<file path="src/rtl/mem_word_fetch_pkg.sv">
// Shared types and constants for the 24-bit little-endian word fetcher.
package mem_word_fetch_pkg;

    localparam int unsigned WORD_W         = 24;
    localparam int unsigned BYTES_PER_WORD = 3;

    typedef enum logic [1:0] {
        StIdle  = 2'd0,
        StFetch = 2'd1,
        StDone  = 2'd2,
        StAbort = 2'd3
    } state_e;

endpackage

</file>
<file path="src/rtl/mem_word_fetch_wait_timer.sv">
// Per-byte wait counter; flags the cycle in which one more idle wait would hit TIMEOUT.
module wait_timer #(
    parameter int unsigned TIMEOUT = 15
) (
    input  logic clk,
    input  logic reset,
    input  logic clear,
    input  logic count_en,
    output logic expired
);

    localparam int unsigned CntW = $clog2(TIMEOUT + 1);

    logic [CntW-1:0] cnt_q, cnt_d;

    // Next count: clear wins over counting.
    always_comb begin
        cnt_d = cnt_q;
        if (clear) begin
            cnt_d = '0;
        end else if (count_en) begin
            cnt_d = cnt_q + 1'b1;
        end
    end

    // Expired is raised on the edge whose increment would reach TIMEOUT.
    assign expired = count_en && !clear && (cnt_q == CntW'(TIMEOUT - 1));

    // Counter register with synchronous reset.
    always_ff @(posedge clk) begin
        if (reset) begin
            cnt_q <= '0;
        end else begin
            cnt_q <= cnt_d;
        end
    end

endmodule

</file>
<file path="src/rtl/mem_word_fetch.sv">
// Fetches three consecutive bytes from a byte-wide memory and assembles a 24-bit
// little-endian word. word_out/word_valid feed a downstream data_register directly
// (data_in / enable), so word_out only changes on a successful fetch.
module mem_word_fetch
    import mem_word_fetch_pkg::*;
#(
    parameter int unsigned ADDR_W  = 16,
    parameter int unsigned TIMEOUT = 15
) (
    input  logic              clk,
    input  logic              reset,
    input  logic              start,
    input  logic [ADDR_W-1:0] base_addr,
    output logic [ADDR_W-1:0] mem_addr,
    output logic              mem_rd,
    input  logic [7:0]        mem_rdata,
    input  logic              mem_ready,
    output logic [WORD_W-1:0] word_out,
    output logic              word_valid,
    output logic              busy,
    output logic              timeout
);

    state_e              state_q, state_d;
    logic [ADDR_W-1:0]   base_q, base_d;
    logic [1:0]          idx_q, idx_d;
    logic [WORD_W-1:0]   shadow_q, shadow_d;
    logic [WORD_W-1:0]   word_q, word_d;
    logic                mem_rd_q, word_valid_q, timeout_q;
    logic                wait_clear, wait_en, wait_expired;

    wait_timer #(
        .TIMEOUT (TIMEOUT)
    ) u_wait_timer (
        .clk      (clk),
        .reset    (reset),
        .clear    (wait_clear),
        .count_en (wait_en),
        .expired  (wait_expired)
    );

    // Next-state logic: sequencing, byte capture and word hand-off.
    always_comb begin
        state_d    = state_q;
        base_d     = base_q;
        idx_d      = idx_q;
        shadow_d   = shadow_q;
        word_d     = word_q;
        wait_clear = 1'b0;
        wait_en    = 1'b0;
        unique case (state_q)
            StIdle: begin
                if (start) begin
                    state_d    = StFetch;
                    base_d     = base_addr;
                    idx_d      = '0;
                    shadow_d   = '0;
                    wait_clear = 1'b1;
                end
            end
            StFetch: begin
                if (mem_ready) begin
                    case (idx_q)
                        2'd0:    shadow_d[7:0]   = mem_rdata;
                        2'd1:    shadow_d[15:8]  = mem_rdata;
                        default: shadow_d[23:16] = mem_rdata;
                    endcase
                    idx_d      = idx_q + 2'd1;
                    wait_clear = 1'b1;
                    if (idx_q == 2'(BYTES_PER_WORD - 1)) begin
                        // Last byte comes straight from the bus, not the shadow flops.
                        state_d = StDone;
                        word_d  = shadow_d;
                    end
                end else begin
                    wait_en = 1'b1;
                    if (wait_expired) begin
                        state_d = StAbort;
                    end
                end
            end
            StDone: begin
                state_d = StIdle;
            end
            StAbort: begin
                state_d  = StIdle;
                shadow_d = '0;
            end
            default: begin
                state_d = StIdle;
            end
        endcase
    end

    // State and registered strobes; outputs decode the next state so they are flop-driven.
    always_ff @(posedge clk) begin
        if (reset) begin
            state_q      <= StIdle;
            base_q       <= '0;
            idx_q        <= '0;
            shadow_q     <= '0;
            word_q       <= '0;
            mem_rd_q     <= 1'b0;
            word_valid_q <= 1'b0;
            timeout_q    <= 1'b0;
        end else begin
            state_q      <= state_d;
            base_q       <= base_d;
            idx_q        <= idx_d;
            shadow_q     <= shadow_d;
            word_q       <= word_d;
            mem_rd_q     <= (state_d == StFetch);
            word_valid_q <= (state_d == StDone);
            timeout_q    <= (state_d == StAbort);
        end
    end

    assign mem_addr   = base_q + ADDR_W'(idx_q);
    assign mem_rd     = mem_rd_q;
    assign word_out   = word_q;
    assign word_valid = word_valid_q;
    assign timeout    = timeout_q;
    assign busy       = (state_q != StIdle);

endmodule

</file>
<file path="config.mk">
export PLATFORM = sky130hd
export DESIGN_NAME = mem_word_fetch
export DESIGN_NICKNAME = d
export VERILOG_FILES = /design/src/rtl/mem_word_fetch_pkg.sv /design/src/rtl/mem_word_fetch_wait_timer.sv /design/src/rtl/mem_word_fetch.sv
export SDC_FILE = /design/constraint.sdc
export NUM_CORES = 1
export LEC_CHECK = 0
export ABC_AREA = 1
export BUFFER_PORTS_ARGS = -buffer_cell sky130_fd_sc_hd__buf_2
export CAP_MARGIN = 20
export CORE_MARGIN = 2
export CORE_UTILIZATION = 32
export CTS_CLUSTER_DIAMETER = 150
export DETAILED_ROUTE_END_ITERATION = 10
export PLACE_DENSITY = 0.49
export SLEW_MARGIN = 15
export SYNTH_ARGS = -nofsm -noshare
export SYNTH_HDL_FRONTEND = slang
export SYNTH_HIERARCHICAL = 1
export SYNTH_SLANG_ARGS = --single-unit
</file>
<file path="constraint.sdc">
create_clock -name clk -period 4.4 [get_ports clk]
set_clock_uncertainty 0.2 [all_clocks]
set_input_delay 0.22 -clock clk [delete_from_list [all_inputs] [get_ports clk]]
set_output_delay 0.22 -clock clk [all_outputs]
set_load 0.03 [all_outputs]
</file>
== Yosys cells after proc, flatten, opt, wreduce, memory -nomap -nowiden ==
Cells that the tools add are included.

* Add/subtract/negate cells: 3
* Multiply operators: 0
* Divide/modulo/power cells: 0
* Order comparisons: 0
* Equal/unequal tests: 11
* Shifts and indexed selects: 0
* Muxes and demuxes: 19
* Bitwise operators: 0
* Reduce and logical (&&, ||, !) cells: 15

{| class="wikitable"
|+ Operators with widths
! kind !! number
|-
| 24-bit one-hot mux with 3 select lines || 1
|-
| 24-bit two-way mux || 2
|-
| 8-bit two-way mux || 3
|-
| 16-bit by 2-bit adder with 16-bit output || 1
|-
| 2-bit two-way mux || 6
|-
| 2-bit equality test (second input constant) || 5
|-
| 3-bit AND reduction || 3
|-
| 2-bit by 1-bit equality test with 1-bit output (second input constant) || 3
|-
| 2-bit one-hot mux with 3 select lines || 1
|-
| 2-bit OR reduction || 3
|-
| 4-bit by 1-bit adder with 4-bit output (second input constant) || 1
|-
| 4-bit equality test (second input constant) || 1
|-
| 2-bit zero test || 2
|-
| 1-bit two-way mux || 4
|-
| 2-bit inequality test (second input constant) || 2
|-
| 2-bit one-hot mux with 2 select lines || 1
|-
| 2-bit nonzero test || 2
|-
| 3-bit nonzero test || 1
|-
| 2-bit by 1-bit adder with 2-bit output (second input constant) || 1
|-
| 1-bit logical AND || 2
|-
| 1-bit one-hot mux with 2 select lines || 1
|-
| 2-bit AND reduction || 1
|-
| 1-bit zero test || 1
|}

* Flip-flop bits (word level): 75
* Bits in latches: 0
* Memory bits (writable): 0
* ROM bits: 0
* Output and inout bits: 44
* Memories: 0

== Longest topological paths before layout ==
* Word-level depth: 9
* Gate-level depth with buffers: 9

== By module ==
The synthesis kept the hierarchy.

{| class="wikitable"
|+ By module, submodules not included
! module !! instances !! cells an instance !! area each (um2) !! seq. area each (um2)
|-
| mem_word_fetch || 1 || 466 || 3,410.8 || 1,421.4
|-
| wait_timer || 1 || 26 || 193.9 || 80.1
|}

== Worst setup path before layout ==
No wires, ideal clock.

* Path kind: flip-flop to output port
* From: register idx_q[0]
* To: output port mem_addr[8]
* Arrival: 1,837 ps
* Data required time: 3,980 ps
* Setup slack: 2,143 ps
* Stages on the path, launching flop included: 7
* Path buffers: 0
* Cells stage by stage: dfxtp_1 -> ha_1 -> inv_1 -> fa_1 -> nor2_1 -> nand2_1 -> xnor2_1

* Longest elaborated chain between the ends: 1

{| class="wikitable"
|+ Ends and longest elaborated chain
! element !! line !! text
|-
| start, declared || mem_word_fetch.sv:26 || <nowiki>logic [1:0] idx_q, idx_d;</nowiki>
|-
| start signal, assigned || mem_word_fetch.sv:109 || <nowiki>idx_q <= idx_d;</nowiki>
|-
| 16-bit by 2-bit adder with 16-bit output || mem_word_fetch.sv:118 || <nowiki>assign mem_addr = base_q + ADDR_W'(idx_q);</nowiki>
|-
| end, declared || mem_word_fetch.sv:14 || <nowiki>output logic [ADDR_W-1:0] mem_addr,</nowiki>
|}

Every way passes these cells.

== Worst setup path after layout ==
* From: register idx_q[0]
* To: output port mem_addr[14]

Same word-level chain as after synthesis.

==> reports/results.txt <==
Critical Path Fanout Max - 5
Arrival @ worst endpoint - 2.19 ns
Mapped Cells - 492
Layout cell share with drive strength beyond 1 - 20.4%
H-Tree Depth - 3
Most common cell in the netlist - nand2_1
GR Layer Usage met3 - 3.35%
Setup Fix Bufs, Post-CTS - 0
Drt pass-1 iters - 4
R2R depth - 7
CTS clk-pin slew, worst paths - 0.05 ns
Power per cell area - 396 nW/µm²
Crit path kind - reg -> out
Static leakage - 1.93 nW
Area occupied by multi-input gates - 1790 µm²
EDFF count, synth - 0
Sequential area share after synthesis - 41.7%
Worst Path Required - 3.98 ns
DRT Wirelength - 9240 µm
Synth Cell Area - 3600 µm²
Slew Limit Fails - 0
Async set or reset register ratio after synthesis - 0%
Least-Margin Pin Slew - 1.04 ns
Worst min path class - in -> reg
Global route overflow - 0
Final hold vios - 0
FF/Latch Area - 1500 µm²
Row cnt - 38
Routed vias - 3335
Gr busiest metal - met2
Reg-to-reg startpoint - state_q[0]
Routability cong. - 0.811
Fmax - 383 MHz
# DRC - 0
Unique cell type count in the Yosys netlist - 31
Fillers - 1172
Post-synth top cells - nand2_1, dfxtp_1, nor2_1
Root Buffer - clkbuf_16
Routed len/inst - 13.0 µm
Outcome - finished clean
Period utilization - 59.4%
Final nets - 602
R2R Setup Slk - 2.10 ns
Total CTS buffers - 9
Area leader, netlist - dfxtp_1
GRT met2 Usage - 26.4%
Initial antenna violation count - 0
TritonCTS Sinks - 75
#FFs+latches synth - 75
Initial DRC count - 229
Worst setup path end - mem_addr[14]
Final worst setup slack - 1.79 ns
Chip Height - 110 µm
Top cells by area, synth - dfxtp_1, nand2_1, nor2_1
IO Port Bufs - 71
Fin crit period - 2.61 ns
Post-synth top area share - 41.7%
Core box area - 10900 µm²
Die X - 110 µm
Ys Warns - 6
Post-CTS Resized - 0
HPWL after DPL - 6250 µm
Clock Latency Late Sink - 0.32 ns
Met1 Use GR - 20.8%
Initial core utilization - 33.0%
Largest net degree at the start of global routing - 54
RSZ-0062 raised after global routing - false
CP startpoint - idx_q[0]
Top FF cell, synth - dfxtp_1
Startpoint class of the critical path - flop
Net Count, Synth - 528
FF-to-FF End - mem_rd
Tot Pwr - 0.00175 W
Vias per cell - 4.70
CP endpoint kind - primary output
Ant. Diodes - 0
# IOs - 72
Max_cap viols - 0
Sum Neg Setup Slack - 0 ns
WHS - 0.0164 ns
Hold Crit Depth - 3
CTS tree - done
Slew Limit Headroom - 30.5%
Cts-stage hold buffer count - 13
Vias in the first global route - 3140
Max VDD drop - 0.174 mV
Syn_area_per_cell - 7.33 µm²
Dpl ws - 2.09 ns
Routed Antenna Nets - 0
Clock Path Buffers - 2
First-pass GRT wire length - 15100 µm
Layout Area Growth over Synthesis - 22.8%
DIE AREA - 12100 µm²
Setup violators final - 0
Gr usage total - 15.9%
report_power, final:
group          internal (W)  switching [W]
Clock              0.000510       0.000266
Combinational     0.0000727       0.000175
Sequential         0.000706      0.0000231
registers in the layout (all words and copies together) (netlist names):
signal / count
u_wait_timer/cnt_q: 4
word_out: 24
timeout: 1
base_q: 16
state_q: 2
word_valid: 1
shadow_q: 24
idx_q: 2
mem_rd: 1
worst min-delay path by stage:
stage                       start            to  slack [ns]
finish               base_addr[1]     base_q[1]        0.02
global route        base_addr[14]    base_q[14]        0.03
CTS                 base_addr[14]    base_q[14]       0.005
global placement     word_out[19]  word_out[19]        0.26
floorplan            base_addr[0]     base_q[0]        0.18
detailed placement     base_q[15]    base_q[15]        0.26
layout by cell type (no fill, tap or decap), types with 3 or more instances in the layout:
| cell | count |
|---|---|
| inv_1 | 39 |
| nand3_1 | 41 |
| a21oi_2 | 13 |
| buf_2 | 71 |
| xor2_1 | 3 |
| nand2_1 | 101 |
| o21ai_0 | 52 |
| clkbuf_16 | 9 |
| xnor2_1 | 4 |
| nor2_1 | 73 |
| nand3_2 | 8 |
| nand4_1 | 5 |
| dlygate4sd3_1 | 13 |
| nand2_2 | 4 |
| clkbuf_1 | 3 |
| a21oi_1 | 33 |
| ha_1 | 7 |
| dfxtp_1 | 75 |
metal layers:
layer	vias up	wire length, µm
met5	-	0
met4	0	53
met3	4	397
met2	80	4350
met1	1510	4440
li1	1741	-
cells by family after synthesis:
kind of cell / after synthesis / synth area share, %
and+or+nand+nor: 238 / 29.5
AOI/OAI and AO/OA: 101 / 15.5
DFF: 75 / 41.7
buffers and inverters: 63 / 8.68
adders and majority gates: 8 / 2.98
xor gates and xnor gates: 7 / 1.70
per-stage QoR:
stage / area (µm²) / cells / util, %
floorplan: 3600 / 492 / -
global placement: 3990 / 682 / 36.5
detailed placement: 3990 / 682 / 36.5
CTS: 4430 / 710 / 40.5
global route: 4430 / 710 / 40.5
finish: 4430 / 710 / 40.5
layout make-up:
cell class,instances,area share (%)
well taps,140,3.96
repair buffers,85,11.1
inverters,41,3.53
multi-input cells,354,40.4
clock buffers,13,5.65
flip-flops and latches,75,33.9
clock inverters,2,1.36
critical path, cell delays in order, from the launching register on:
cell and delay (ns):
dfxtp_1 0.39, ha_1 0.19, inv_1 0.06, fa_1 0.43, inv_1 0.11, nand3_1 0.07, nor2_1 0.21, nand4_1 0.13
nand2_1 0.08, buf_2 0.19
(Power assumes the default switching activity.)
